## config.mk

```make
export PLATFORM = sky130hd
export DESIGN_NAME = spi_host_cmd_slave_flat
export DESIGN_NICKNAME = d
export VERILOG_FILES = /design/src/rtl/spi_host_cmd_pkg.sv /design/src/rtl/spi_host_cmd_slave_if.sv /design/src/rtl/spi_host_byte_shifter.sv /design/src/rtl/spi_host_cmd_slave.sv /design/src/flat_wrapper.sv
export SDC_FILE = /design/constraint.sdc
export NUM_CORES = 1
export LEC_CHECK = 0
export ABC_AREA = 1
export CAP_MARGIN = 20
export CORE_ASPECT_RATIO = 1.2
export CORE_UTILIZATION = 40
export DETAILED_ROUTE_END_ITERATION = 6
export GPL_TIMING_DRIVEN = 0
export PLACE_DENSITY_LB_ADDON = 0.25
export SYNTH_ARGS = -nofsm -noshare
export SYNTH_HDL_FRONTEND = slang
export SYNTH_SLANG_ARGS = --single-unit
export TNS_END_PERCENT = 100
```

## constraint.sdc

```tcl
create_clock -name clk -period 20.3 [get_ports clk]
set_input_delay 4.06 -clock clk [delete_from_list [all_inputs] [get_ports clk]]
set_output_delay 4.06 -clock clk [all_outputs]
set_load 0.005 [all_outputs]
```

## src/rtl/spi_host_cmd_pkg.sv

```systemverilog
// Command codes, FSM states and status-byte layout shared by the SPI host command slave.
package spi_host_cmd_pkg;

  localparam logic [7:0] CMD_NOP      = 8'h00;
  localparam logic [7:0] CMD_CPU_RUN  = 8'h02;
  localparam logic [7:0] CMD_KEY      = 8'h03;
  localparam logic [7:0] CMD_WRITE    = 8'h04;
  localparam logic [7:0] CMD_STATUS   = 8'h05;
  localparam logic [7:0] CMD_CPU_HOLD = 8'h06;
  localparam logic [7:0] CMD_BANKHI   = 8'h07;
  localparam logic [7:0] CMD_READ     = 8'h08;

  // S_RBANK/S_RDATA are only reachable when the readback path is built.
  typedef enum logic [3:0] {
    S_IDLE,
    S_CMD,
    S_KEY_Y,
    S_KEY_X,
    S_BANK,
    S_DATA,
    S_BANKHI,
    S_STATUS,
    S_SINK,
    S_RBANK,
    S_RDATA
  } state_e;

  localparam int unsigned STAT_BUSY     = 0;
  localparam int unsigned STAT_OVF      = 1;
  localparam int unsigned STAT_NONEMPTY = 2;

  function automatic logic [7:0] status_byte(input logic nonempty, input logic ovf,
                                             input logic busy);
    logic [7:0] s;
    s                = '0;
    s[STAT_BUSY]     = busy;
    s[STAT_OVF]      = ovf;
    s[STAT_NONEMPTY] = nonempty;
    return s;
  endfunction

endpackage

```

## src/rtl/spi_host_cmd_slave_if.sv

```systemverilog
// Memory bus between the SPI command slave (master) and the SDRAM arbiter (slave).
// With SPI_READBACK_EN defined the bus also carries a read request and returned data.
interface spi_host_cmd_slave_if #(
  parameter int unsigned ADDR_W = 24
);
  logic              mem_wr_req;
  logic [ADDR_W-1:0] mem_addr;
  logic [7:0]        mem_wdata;
  logic              mem_ack;
`ifdef SPI_READBACK_EN
  logic              mem_rd_req;
  logic [7:0]        mem_rdata;
  logic              mem_rdata_en;

  modport master (
    output mem_wr_req, mem_addr, mem_wdata, mem_rd_req,
    input  mem_ack, mem_rdata, mem_rdata_en
  );
  modport slave (
    input  mem_wr_req, mem_addr, mem_wdata, mem_rd_req,
    output mem_ack, mem_rdata, mem_rdata_en
  );
`else
  modport master (
    output mem_wr_req, mem_addr, mem_wdata,
    input  mem_ack
  );
  modport slave (
    input  mem_wr_req, mem_addr, mem_wdata,
    output mem_ack
  );
`endif
endinterface

```

## src/rtl/spi_host_byte_shifter.sv

```systemverilog
// SPI mode-3 byte shifter: pin synchronisers, edge detection, RX/TX shift registers.
// With SPI_READBACK_EN defined it also flags the first falling edge of each byte.
module spi_host_byte_shifter (
  input  logic       clk,
  input  logic       reset,
  input  logic       spi_cs_n,
  input  logic       spi_clk,
  input  logic       spi_mosi,
  output logic       spi_miso,
  input  logic       tx_load,
  input  logic [7:0] tx_byte,
  output logic       cs_fall,
  output logic       cs_rise,
  output logic       byte_valid,
  output logic [7:0] rx_byte
`ifdef SPI_READBACK_EN
  ,
  output logic       first_fall
`endif
);

  logic [1:0] cs_sync_q, sclk_sync_q, mosi_sync_q;
  logic       cs_d1_q, sclk_d1_q;
  logic [2:0] bit_cnt_q;
  logic [6:0] rx_sr_q;
  logic [6:0] tx_sr_q;
  logic       cs_n_s, sclk_rise, sclk_fall;

  assign cs_n_s    = cs_sync_q[1];
  assign cs_fall   = cs_d1_q & ~cs_n_s;
  assign cs_rise   = ~cs_d1_q & cs_n_s;
  assign sclk_rise = sclk_sync_q[1] & ~sclk_d1_q;
  assign sclk_fall = ~sclk_sync_q[1] & sclk_d1_q;
`ifdef SPI_READBACK_EN
  assign first_fall = ~cs_n_s & sclk_fall & (bit_cnt_q == 3'd0);
`endif

  always_ff @(posedge clk or posedge reset) begin
    if (reset) begin
      cs_sync_q   <= 2'b11;
      sclk_sync_q <= 2'b11;
      mosi_sync_q <= 2'b00;
      cs_d1_q     <= 1'b1;
      sclk_d1_q   <= 1'b1;
      bit_cnt_q   <= '0;
      rx_sr_q     <= '0;
      tx_sr_q     <= '1;
      rx_byte     <= '0;
      byte_valid  <= 1'b0;
      spi_miso    <= 1'b1;
    end else begin
      cs_sync_q   <= {cs_sync_q[0], spi_cs_n};
      sclk_sync_q <= {sclk_sync_q[0], spi_clk};
      mosi_sync_q <= {mosi_sync_q[0], spi_mosi};
      cs_d1_q     <= cs_n_s;
      sclk_d1_q   <= sclk_sync_q[1];
      byte_valid  <= 1'b0;
      if (cs_n_s) begin
        // Deselected: any partial byte is dropped and MISO idles high.
        bit_cnt_q <= '0;
        spi_miso  <= 1'b1;
      end else begin
        if (sclk_rise) begin
          rx_sr_q   <= {rx_sr_q[5:0], mosi_sync_q[1]};
          bit_cnt_q <= bit_cnt_q + 3'd1;
          if (bit_cnt_q == 3'd7) begin
            byte_valid <= 1'b1;
            rx_byte    <= {rx_sr_q, mosi_sync_q[1]};
          end
        end
        // The first falling edge of a byte keeps the pre-loaded MSB on the line.
        if (tx_load) begin
          spi_miso <= tx_byte[7];
          tx_sr_q  <= tx_byte[6:0];
        end else if (sclk_fall && bit_cnt_q != 3'd0) begin
          spi_miso <= tx_sr_q[6];
          tx_sr_q  <= {tx_sr_q[5:0], 1'b1};
        end
      end
    end
  end

endmodule

```

## src/rtl/spi_host_cmd_slave.sv

```systemverilog
// SPI mode-3 command slave: key matrix, CPU reset, status and buffered SDRAM image writes.
// Define SPI_READBACK_EN to add the cmd 08 SDRAM readback path.
module spi_host_cmd_slave
  import spi_host_cmd_pkg::*;
#(
  parameter int unsigned KEY_ROWS     = 16,
  parameter int unsigned BANK_BITS    = 8,
  parameter int unsigned BANK_HI_BITS = 2,
  parameter int unsigned PAGE_BITS    = 14,
  parameter int unsigned WFIFO_DEPTH  = 2,
  parameter logic [7:0]  ID_BYTE      = 8'hA5
) (
  input  logic                    clk,
  input  logic                    reset,
  input  logic                    spi_cs_n,
  input  logic                    spi_clk,
  input  logic                    spi_mosi,
  output logic                    spi_miso,
  input  logic                    sdram_busy,
  spi_host_cmd_slave_if.master    mem,
  output logic [KEY_ROWS*8-1:0]   key_matrix,
  output logic                    cpu_reset
);

  localparam int unsigned ADDR_W = BANK_HI_BITS + BANK_BITS + PAGE_BITS;
  localparam int unsigned CNT_W  = $clog2(WFIFO_DEPTH + 1);
  localparam int unsigned IDX_W  = (WFIFO_DEPTH > 1) ? $clog2(WFIFO_DEPTH) : 1;

  logic                    cs_fall, cs_rise, byte_valid;
  logic [7:0]              rx_byte;
  logic                    tx_load_q;
  logic [7:0]              tx_byte_q;
  state_e                  state_q;
  logic [BANK_BITS-1:0]    bank_q;
  logic [BANK_HI_BITS-1:0] bank_hi_q;
  logic [PAGE_BITS-1:0]    offset_q;
  logic [7:0]              key_y_q;
  logic                    overflow_q;

  logic [ADDR_W-1:0]       fifo_addr_q [WFIFO_DEPTH];
  logic [7:0]              fifo_data_q [WFIFO_DEPTH];
  logic [IDX_W-1:0]        wr_ptr_q, rd_ptr_q;
  logic [CNT_W-1:0]        count_q;
  logic                    fifo_empty, fifo_full, push_req, push, pop;
  logic [ADDR_W-1:0]       push_addr;

`ifdef SPI_READBACK_EN
  logic                    first_fall;
  logic                    rd_pend_q, rd_wait_q, rd_req_q;
  logic [ADDR_W-1:0]       rd_addr_q;
`endif

  spi_host_byte_shifter u_shifter (
    .clk        (clk),
    .reset      (reset),
    .spi_cs_n   (spi_cs_n),
    .spi_clk    (spi_clk),
    .spi_mosi   (spi_mosi),
    .spi_miso   (spi_miso),
    .tx_load    (tx_load_q),
    .tx_byte    (tx_byte_q),
    .cs_fall    (cs_fall),
    .cs_rise    (cs_rise),
    .byte_valid (byte_valid),
    .rx_byte    (rx_byte)
`ifdef SPI_READBACK_EN
    ,
    .first_fall (first_fall)
`endif
  );

  function automatic logic [IDX_W-1:0] idx_next(input logic [IDX_W-1:0] p);
    return (p == IDX_W'(WFIFO_DEPTH - 1)) ? '0 : p + IDX_W'(1);
  endfunction

  assign fifo_empty = (count_q == '0);
  assign fifo_full  = (count_q == CNT_W'(WFIFO_DEPTH));
  assign pop        = mem.mem_ack & ~fifo_empty;
  assign push_req   = byte_valid & (state_q == S_DATA);
  // A full FIFO still accepts a byte when the head leaves in the same cycle.
  assign push       = push_req & (~fifo_full | pop);
  assign push_addr  = {bank_hi_q, bank_q, offset_q};

  assign mem.mem_wr_req = ~fifo_empty;
  assign mem.mem_wdata  = fifo_data_q[rd_ptr_q];
`ifdef SPI_READBACK_EN
  assign mem.mem_addr   = fifo_empty ? rd_addr_q : fifo_addr_q[rd_ptr_q];
  assign mem.mem_rd_req = rd_req_q;
`else
  assign mem.mem_addr   = fifo_addr_q[rd_ptr_q];
`endif

  always_ff @(posedge clk or posedge reset) begin
    if (reset) begin
      wr_ptr_q <= '0;
      rd_ptr_q <= '0;
      count_q  <= '0;
      for (int unsigned i = 0; i < WFIFO_DEPTH; i++) begin
        fifo_addr_q[i] <= '0;
        fifo_data_q[i] <= '0;
      end
    end else begin
      if (push) begin
        fifo_addr_q[wr_ptr_q] <= push_addr;
        fifo_data_q[wr_ptr_q] <= rx_byte;
        wr_ptr_q              <= idx_next(wr_ptr_q);
      end
      if (pop) rd_ptr_q <= idx_next(rd_ptr_q);
      if (push && !pop)      count_q <= count_q + CNT_W'(1);
      else if (pop && !push) count_q <= count_q - CNT_W'(1);
    end
  end

  always_ff @(posedge clk or posedge reset) begin
    if (reset) begin
      state_q    <= S_IDLE;
      bank_q     <= '0;
      bank_hi_q  <= '0;
      offset_q   <= '0;
      key_y_q    <= '0;
      overflow_q <= 1'b0;
      key_matrix <= '1;
      cpu_reset  <= 1'b1;
      tx_load_q  <= 1'b0;
      tx_byte_q  <= ID_BYTE;
`ifdef SPI_READBACK_EN
      rd_pend_q  <= 1'b0;
      rd_wait_q  <= 1'b0;
      rd_req_q   <= 1'b0;
      rd_addr_q  <= '0;
`endif
    end else begin
      tx_load_q <= 1'b0;
`ifdef SPI_READBACK_EN
      rd_req_q  <= 1'b0;
`endif
      if (cs_rise) begin
        state_q <= S_IDLE;
`ifdef SPI_READBACK_EN
        rd_pend_q <= 1'b0;
        rd_wait_q <= 1'b0;
`endif
      end else if (cs_fall) begin
        state_q   <= S_CMD;
        tx_load_q <= 1'b1;
        tx_byte_q <= ID_BYTE;
      end else if (byte_valid) begin
        tx_load_q <= 1'b1;
        tx_byte_q <= ID_BYTE;
        case (state_q)
          S_CMD: begin
            case (rx_byte)
              CMD_NOP:      state_q <= S_SINK;
              CMD_CPU_RUN:  begin cpu_reset <= 1'b0; state_q <= S_SINK; end
              CMD_CPU_HOLD: begin cpu_reset <= 1'b1; state_q <= S_SINK; end
              CMD_KEY:      state_q <= S_KEY_Y;
              CMD_WRITE:    state_q <= S_BANK;
              CMD_BANKHI:   state_q <= S_BANKHI;
              CMD_STATUS: begin
                state_q    <= S_STATUS;
                tx_byte_q  <= status_byte(~fifo_empty, overflow_q, sdram_busy);
                overflow_q <= 1'b0;
              end
`ifdef SPI_READBACK_EN
              CMD_READ:     state_q <= S_RBANK;
`else
              CMD_READ:     state_q <= S_SINK;
`endif
              default:      state_q <= S_SINK;
            endcase
          end
          S_KEY_Y: begin
            key_y_q <= rx_byte;
            state_q <= S_KEY_X;
          end
          S_KEY_X: begin
            // Rows at or beyond KEY_ROWS match no index and are ignored.
            for (int unsigned r = 0; r < KEY_ROWS; r++) begin
              if (key_y_q == 8'(r)) key_matrix[8*r +: 8] <= rx_byte;
            end
            state_q <= S_SINK;
          end
          S_BANK: begin
            bank_q   <= BANK_BITS'(rx_byte);
            offset_q <= '0;
            state_q  <= S_DATA;
          end
          S_DATA: begin
            offset_q <= offset_q + PAGE_BITS'(1);
            if (!push) overflow_q <= 1'b1;
          end
          S_BANKHI: begin
            bank_hi_q <= rx_byte[BANK_HI_BITS-1:0];
            state_q   <= S_SINK;
          end
`ifdef SPI_READBACK_EN
          S_RBANK: begin
            bank_q    <= BANK_BITS'(rx_byte);
            offset_q  <= '0;
            state_q   <= S_RDATA;
            tx_load_q <= 1'b0;
            rd_pend_q <= 1'b1;
            rd_wait_q <= 1'b1;
          end
          S_RDATA: begin
            tx_load_q <= 1'b0;
            rd_pend_q <= 1'b1;
            rd_wait_q <= 1'b1;
          end
`endif
          default: state_q <= S_SINK;
        endcase
      end
`ifdef SPI_READBACK_EN
      // Reads are held back until every buffered write has reached the arbiter.
      if (rd_pend_q && fifo_empty) begin
        rd_req_q  <= 1'b1;
        rd_addr_q <= {bank_hi_q, bank_q, offset_q};
        offset_q  <= offset_q + PAGE_BITS'(1);
        rd_pend_q <= 1'b0;
      end
      if (rd_wait_q && mem.mem_rdata_en) begin
        tx_load_q <= 1'b1;
        tx_byte_q <= mem.mem_rdata;
        rd_wait_q <= 1'b0;
      end else if (rd_wait_q && first_fall) begin
        tx_load_q  <= 1'b1;
        tx_byte_q  <= 8'hFF;
        overflow_q <= 1'b1;
        rd_wait_q  <= 1'b0;
      end
`endif
    end
  end

endmodule

```

## src/flat_wrapper.sv

```systemverilog
// flat-port wrapper written by rule: the top's interface ports become plain ports
module spi_host_cmd_slave_flat import spi_host_cmd_pkg::*;
#(
  parameter int unsigned KEY_ROWS     = 16,
  parameter int unsigned BANK_BITS    = 8,
  parameter int unsigned BANK_HI_BITS = 2,
  parameter int unsigned PAGE_BITS    = 14,
  parameter int unsigned WFIFO_DEPTH  = 2,
  parameter logic [7:0]  ID_BYTE      = 8'hA5
)
  (clk, reset, spi_cs_n, spi_clk, spi_mosi, spi_miso, sdram_busy, key_matrix, cpu_reset, mem_mem_wr_req, mem_mem_addr, mem_mem_wdata, mem_mem_ack);
  spi_host_cmd_slave_if mem_i ();
  input  logic clk;
  input  logic reset;
  input  logic spi_cs_n;
  input  logic spi_clk;
  input  logic spi_mosi;
  output logic spi_miso;
  input  logic sdram_busy;
  output logic [KEY_ROWS*8-1:0] key_matrix;
  output logic cpu_reset;
  output wire logic [$bits(mem_i.mem_wr_req)-1:0] mem_mem_wr_req;
  output wire logic [$bits(mem_i.mem_addr)-1:0] mem_mem_addr;
  output wire logic [$bits(mem_i.mem_wdata)-1:0] mem_mem_wdata;
  input wire logic [$bits(mem_i.mem_ack)-1:0] mem_mem_ack;
  assign mem_mem_wr_req = mem_i.mem_wr_req;
  assign mem_mem_addr = mem_i.mem_addr;
  assign mem_mem_wdata = mem_i.mem_wdata;
  assign mem_i.mem_ack = mem_mem_ack;
  spi_host_cmd_slave #(.KEY_ROWS(KEY_ROWS), .BANK_BITS(BANK_BITS), .BANK_HI_BITS(BANK_HI_BITS), .PAGE_BITS(PAGE_BITS), .WFIFO_DEPTH(WFIFO_DEPTH), .ID_BYTE(ID_BYTE)) u_core (.clk(clk), .reset(reset), .spi_cs_n(spi_cs_n), .spi_clk(spi_clk), .spi_mosi(spi_mosi), .spi_miso(spi_miso), .sdram_busy(sdram_busy), .mem(mem_i), .key_matrix(key_matrix), .cpu_reset(cpu_reset));
endmodule
```

==> metrics list <==
* First-pass GRT wire length: 49100 µm
- In the global route stage, overall resource usage came out at between 20% and 30%.
- For this run, the number of Yosys warnings is 0.
- Dividing the synthesized area by the synthesized cell count gives 9.24 µm².
* Setup slack at placement: 14.13 ns
* Routed vias: just over 9000
* Post-layout worst setup margin: 13.60 ns
- In this run the remaining antenna-violating nets after routing total 0.
- Sequential cell area fraction in the yosys report: 61.3%
* Chip width: ~160 µm
* WP data required: 16.24 ns
* Clock latency on the worst-skew pair: ~0.54 ns
- Before antenna repair, the detailed router went through 5 iterations.
- Across the VDD grid, the largest voltage drop is about 0.073 mV.
- In this run the core area contains 67 standard-cell rows.
- 170 I/O pins were placed.
- Vertical die dimension: around 190 µm
- CTS built an H-tree with a depth of 1.
* Unique masters post-synth: 29
- Clk root buf: sky130_fd_sc_hd__clkbuf_16
- After routing, the total negative slack on setup checks comes to 0 ns.
* Footprint of the flip-flops and latches: between 0.007 and 0.008 mm²
- CTS Hold Buffers Added: 0
* Pin count of the biggest net entering global routing: 134
- Starting Density: 40.9%
- Summed over all layers, the global routing overflow is 0.
- In the final routed layout, each cell accounts on average for 16.5 µm.
- DIE AREA: 0.0294 mm²
* Number of clock buffers inserted by TritonCTS: 29
- Setup violations remaining at the end of the flow were counted as 0.
- Most crowded layer after global routing: met2
- The number of setup buffers added after CTS is 0.
* Share of synthesized flip-flops with an asynchronous set or reset: between 90% and 100%
* Fin. Hold Viols: 0
- CTS tree: yes
- By startpoint and endpoint, the worst setup path is classified as flop to output pin.
* GR met1 Demand/Resource: 26.9%
- Portion of synthesized cell area occupied by the leading cell type: between 30% and 40%
- The region available for standard cell placement spans 0.0281 mm².
* Critical path arrival: about 2.6 ns
* Initial antenna violation count: 0
* Critical Path Sink Type: output pin
- The number of gates resized after CTS was 0.
- Initial drt markers: between 500 and 600
- Total leakage power: 6.16 nW
- Fmax: 149 MHz
- Synthesized netlist net count: ~1300
- Subtracting the final worst setup slack from the clock period gives 6.70 ns.
- Number of synthesized flops with an enable pin: 0
* Clock transition at the registers of the reported paths: 0.06 ns
- Ratio of cells with drive above 1 in the final layout: 16.5%
- In the post-synthesis netlist, the biggest area contributors are sky130_fd_sc_hd__dfstp_2 (33%), sky130_fd_sc_hd__dfrtp_1 (28%), sky130_fd_sc_hd__nand2_1 (13%), sky130_fd_sc_hd__o21ai_0 (11%), sky130_fd_sc_hd__inv_1 (3.2%).
- Aggregate routed wire length: 30500 µm
- For this run, the leading register cell type out of synthesis is sky130_fd_sc_hd__dfstp_2.
- Total of fill cells in the finished design: 2568
* Antenna Diode Count: 0
- After the last flow step, the layout net total stands at 1459.
* Post-synthesis instance area: 0.0115 mm²
- Once placement finished, the instance area stood at between 0.01 and 0.015 mm².
- Met2 demand-to-capacity share in global routing: 35.2%
* Cell count after synthesis: 1243
* Slew at the pin closest to its max-slew limit: 0.809 ns
- The tightest min-delay check is of the flop to flop type.
* Critical path startpoint category: flop
- The final-report max-slew violation count came to 0.
- The count of buffers added on input and output ports is about 170.
* Areal power density over the cells: 87.7 mW/mm²
- The clock passes through at most 3 buffers.
* Max Cap Violations: 0
- The via count of the first global-routing pass came to 9126.
- Status: complete, no violations
- Routability-driven placement finished with a final weighted congestion of 0.887.
- Worst setup skew after layout: about 0.008 ns
* Post-route DRC: 0
* Max_slew headroom: 46.1%
- In the final layout, the multi-input gates occupy 0.00374 mm².
- M3 GR Usage: between 4 and 5%
- Post-detailed-route via-to-cell ratio: 4.95
- Num Clock Sinks: about 270
- Crit share post-route: 33.0%
- Layout area overhead: 28.4%
- Finished Cell Area: 0.0148 mm²
- Final HPWL DP: 20900 µm
* RSZ-0062 raised after global routing: false
- Along the worst path, the maximum fanout reaches 10.
- Cell type with the highest aggregate area in the netlist: sky130_fd_sc_hd__dfstp_2
- After synthesis the netlist holds a flip-flop and latch count of ~270.
==> critical path, stage by stage (launching register included) <==
cell	delay [ns]
sky130_fd_sc_hd__dfrtp_1	0.34
sky130_fd_sc_hd__clkbuf_1	0.40
sky130_fd_sc_hd__clkbuf_1	0.46
sky130_fd_sc_hd__nand2_1	0.09
sky130_fd_sc_hd__o21ai_0	0.21
sky130_fd_sc_hd__clkdlybuf4s50_1	0.59
==> stage by stage <==
stage	cells	power [mW]	utilization (%)	hold WS [ns]
3_3_place_gp	1791	0.737	48.6	0.348
2_1_floorplan	1243	0.643	-	0.331
6_report	1847	1.29	52.5	0.356
3_5_place_dp	1793	0.741	48.8	0.348
5_1_grt	1847	1.34	52.5	0.357
4_1_cts	1847	1.31	52.5	0.357
==> area by class of cell <==
class                           count  area share [%]
Clock inverter                     15            1.42
Multi-Input combinational cell    808            25.4
Tap cell                          379            3.21
Buffer                             61            2.26
Inverter                          100            2.60
Timing Repair Buffer              171            11.8
Clock buffer                       39            5.58
Sequential cell                   274            47.7
==> power breakdown <==
part	switching (mW)	total (mW)	internal (mW)
logic	0.0817	0.159	0.0772
clock network	0.217	0.564	0.347
registers	0.00611	0.570	0.564
total	0.304	1.29	0.989
==> state kept, by name, summed over array words and instances, names as in the netlist, 2 cells and up <==
name / cells
u_core.u_shifter.rx_byte: 8
u_core.fifo_data_q: 16
u_core.tx_byte_q: 4
u_core.key_matrix: 128
u_core.u_shifter.sclk_sync_q: 2
u_core.bank_hi_q: 2
u_core.key_y_q: 8
u_core.state_q: 4
u_core.u_shifter.rx_sr_q: 7
u_core.bank_q: 8
u_core.u_shifter.tx_sr_q: 7
u_core.fifo_addr_q: 48
u_core.u_shifter.mosi_sync_q: 2
u_core.u_shifter.bit_cnt_q: 3
u_core.count_q: 2
u_core.u_shifter.cs_sync_q: 2
u_core.offset_q: 14
==> logic make-up (layout without fill, tap and decap cells) <==
logic type,after synthesis,in the layout,synth area share (%)
simple gates,506,506,18.4
compound gates,292,292,13.2
flops,274,274,61.3
buf+inv,161,386,6.17
fa+ha+maj,7,7,0.762
xor+xnor,3,3,0.229
==> per-layer routing <==
layer / vias up / part of all wire (%)
met5: - / 0
met4: 0 / 3.1
met3: 50 / 6.2
met2: 227 / 48
met1: 4453 / 43
li1: 4410 / -
==> cells in the final DEF, fill, tap and decap left out, types with 2 or more instances in the layout <==
cell,n
sky130_fd_sc_hd__clkbuf_16,29
sky130_fd_sc_hd__nor3_1,22
sky130_fd_sc_hd__clkbuf_8,6
sky130_fd_sc_hd__inv_1,98
sky130_fd_sc_hd__clkbuf_1,39
sky130_fd_sc_hd__buf_2,15
sky130_fd_sc_hd__clkinv_2,7
sky130_fd_sc_hd__buf_6,10
sky130_fd_sc_hd__buf_16,2
sky130_fd_sc_hd__clkdlybuf4s50_1,169
sky130_fd_sc_hd__dfrtp_1,128
sky130_fd_sc_hd__nand3_1,24
sky130_fd_sc_hd__nand2_4,10
sky130_fd_sc_hd__nor2_4,2
sky130_fd_sc_hd__a21oi_1,8
sky130_fd_sc_hd__nand2_1,385
sky130_fd_sc_hd__ha_1,7
sky130_fd_sc_hd__nor2_1,46
sky130_fd_sc_hd__bufinv_16,5
sky130_fd_sc_hd__nand4_1,12
sky130_fd_sc_hd__xnor2_1,2
sky130_fd_sc_hd__dfstp_2,146
sky130_fd_sc_hd__o21a_1,20
sky130_fd_sc_hd__o21ai_0,261
sky130_fd_sc_hd__clkinvlp_4,2
==> Yosys cell counts, types with 2 or more instances <==
master / number
sky130_fd_sc_hd__ha_1: 7
sky130_fd_sc_hd__buf_2: 15
sky130_fd_sc_hd__buf_6: 10
sky130_fd_sc_hd__nand3_1: 24
sky130_fd_sc_hd__inv_1: 99
sky130_fd_sc_hd__xnor2_1: 2
sky130_fd_sc_hd__o21ai_0: 261
sky130_fd_sc_hd__nand4_1: 12
sky130_fd_sc_hd__a21oi_1: 8
sky130_fd_sc_hd__nor3_1: 22
sky130_fd_sc_hd__dfstp_2: 146
sky130_fd_sc_hd__nand2_1: 385
sky130_fd_sc_hd__o21a_1: 20
sky130_fd_sc_hd__nand2_4: 10
sky130_fd_sc_hd__clkbuf_1: 35
sky130_fd_sc_hd__nor2_1: 46
sky130_fd_sc_hd__nor2_4: 2
sky130_fd_sc_hd__dfrtp_1: 128
==> worst paths after layout <==
kind,start,to,slack (ns),cells past startpoint
min in group asynchronous,reset,u_core.bank_q[0],3.92,2
worst min-delay path,u_core.u_shifter.cs_sync_q[0],u_core.u_shifter.cs_sync_q[1],0.36,0
worst min register to register,u_core.u_shifter.cs_sync_q[0],u_core.u_shifter.cs_sync_q[1],0.36,0
max in group asynchronous,reset,u_core.fifo_data_q[8],15.39,3
worst max-delay path,u_core.rd_ptr_q,mem_mem_wdata[3],13.60,5
worst max register to register,u_core.u_shifter.cs_sync_q[1],u_core.offset_q[1],17.72,8
Note: power is estimated with default switching activity, not from simulation.
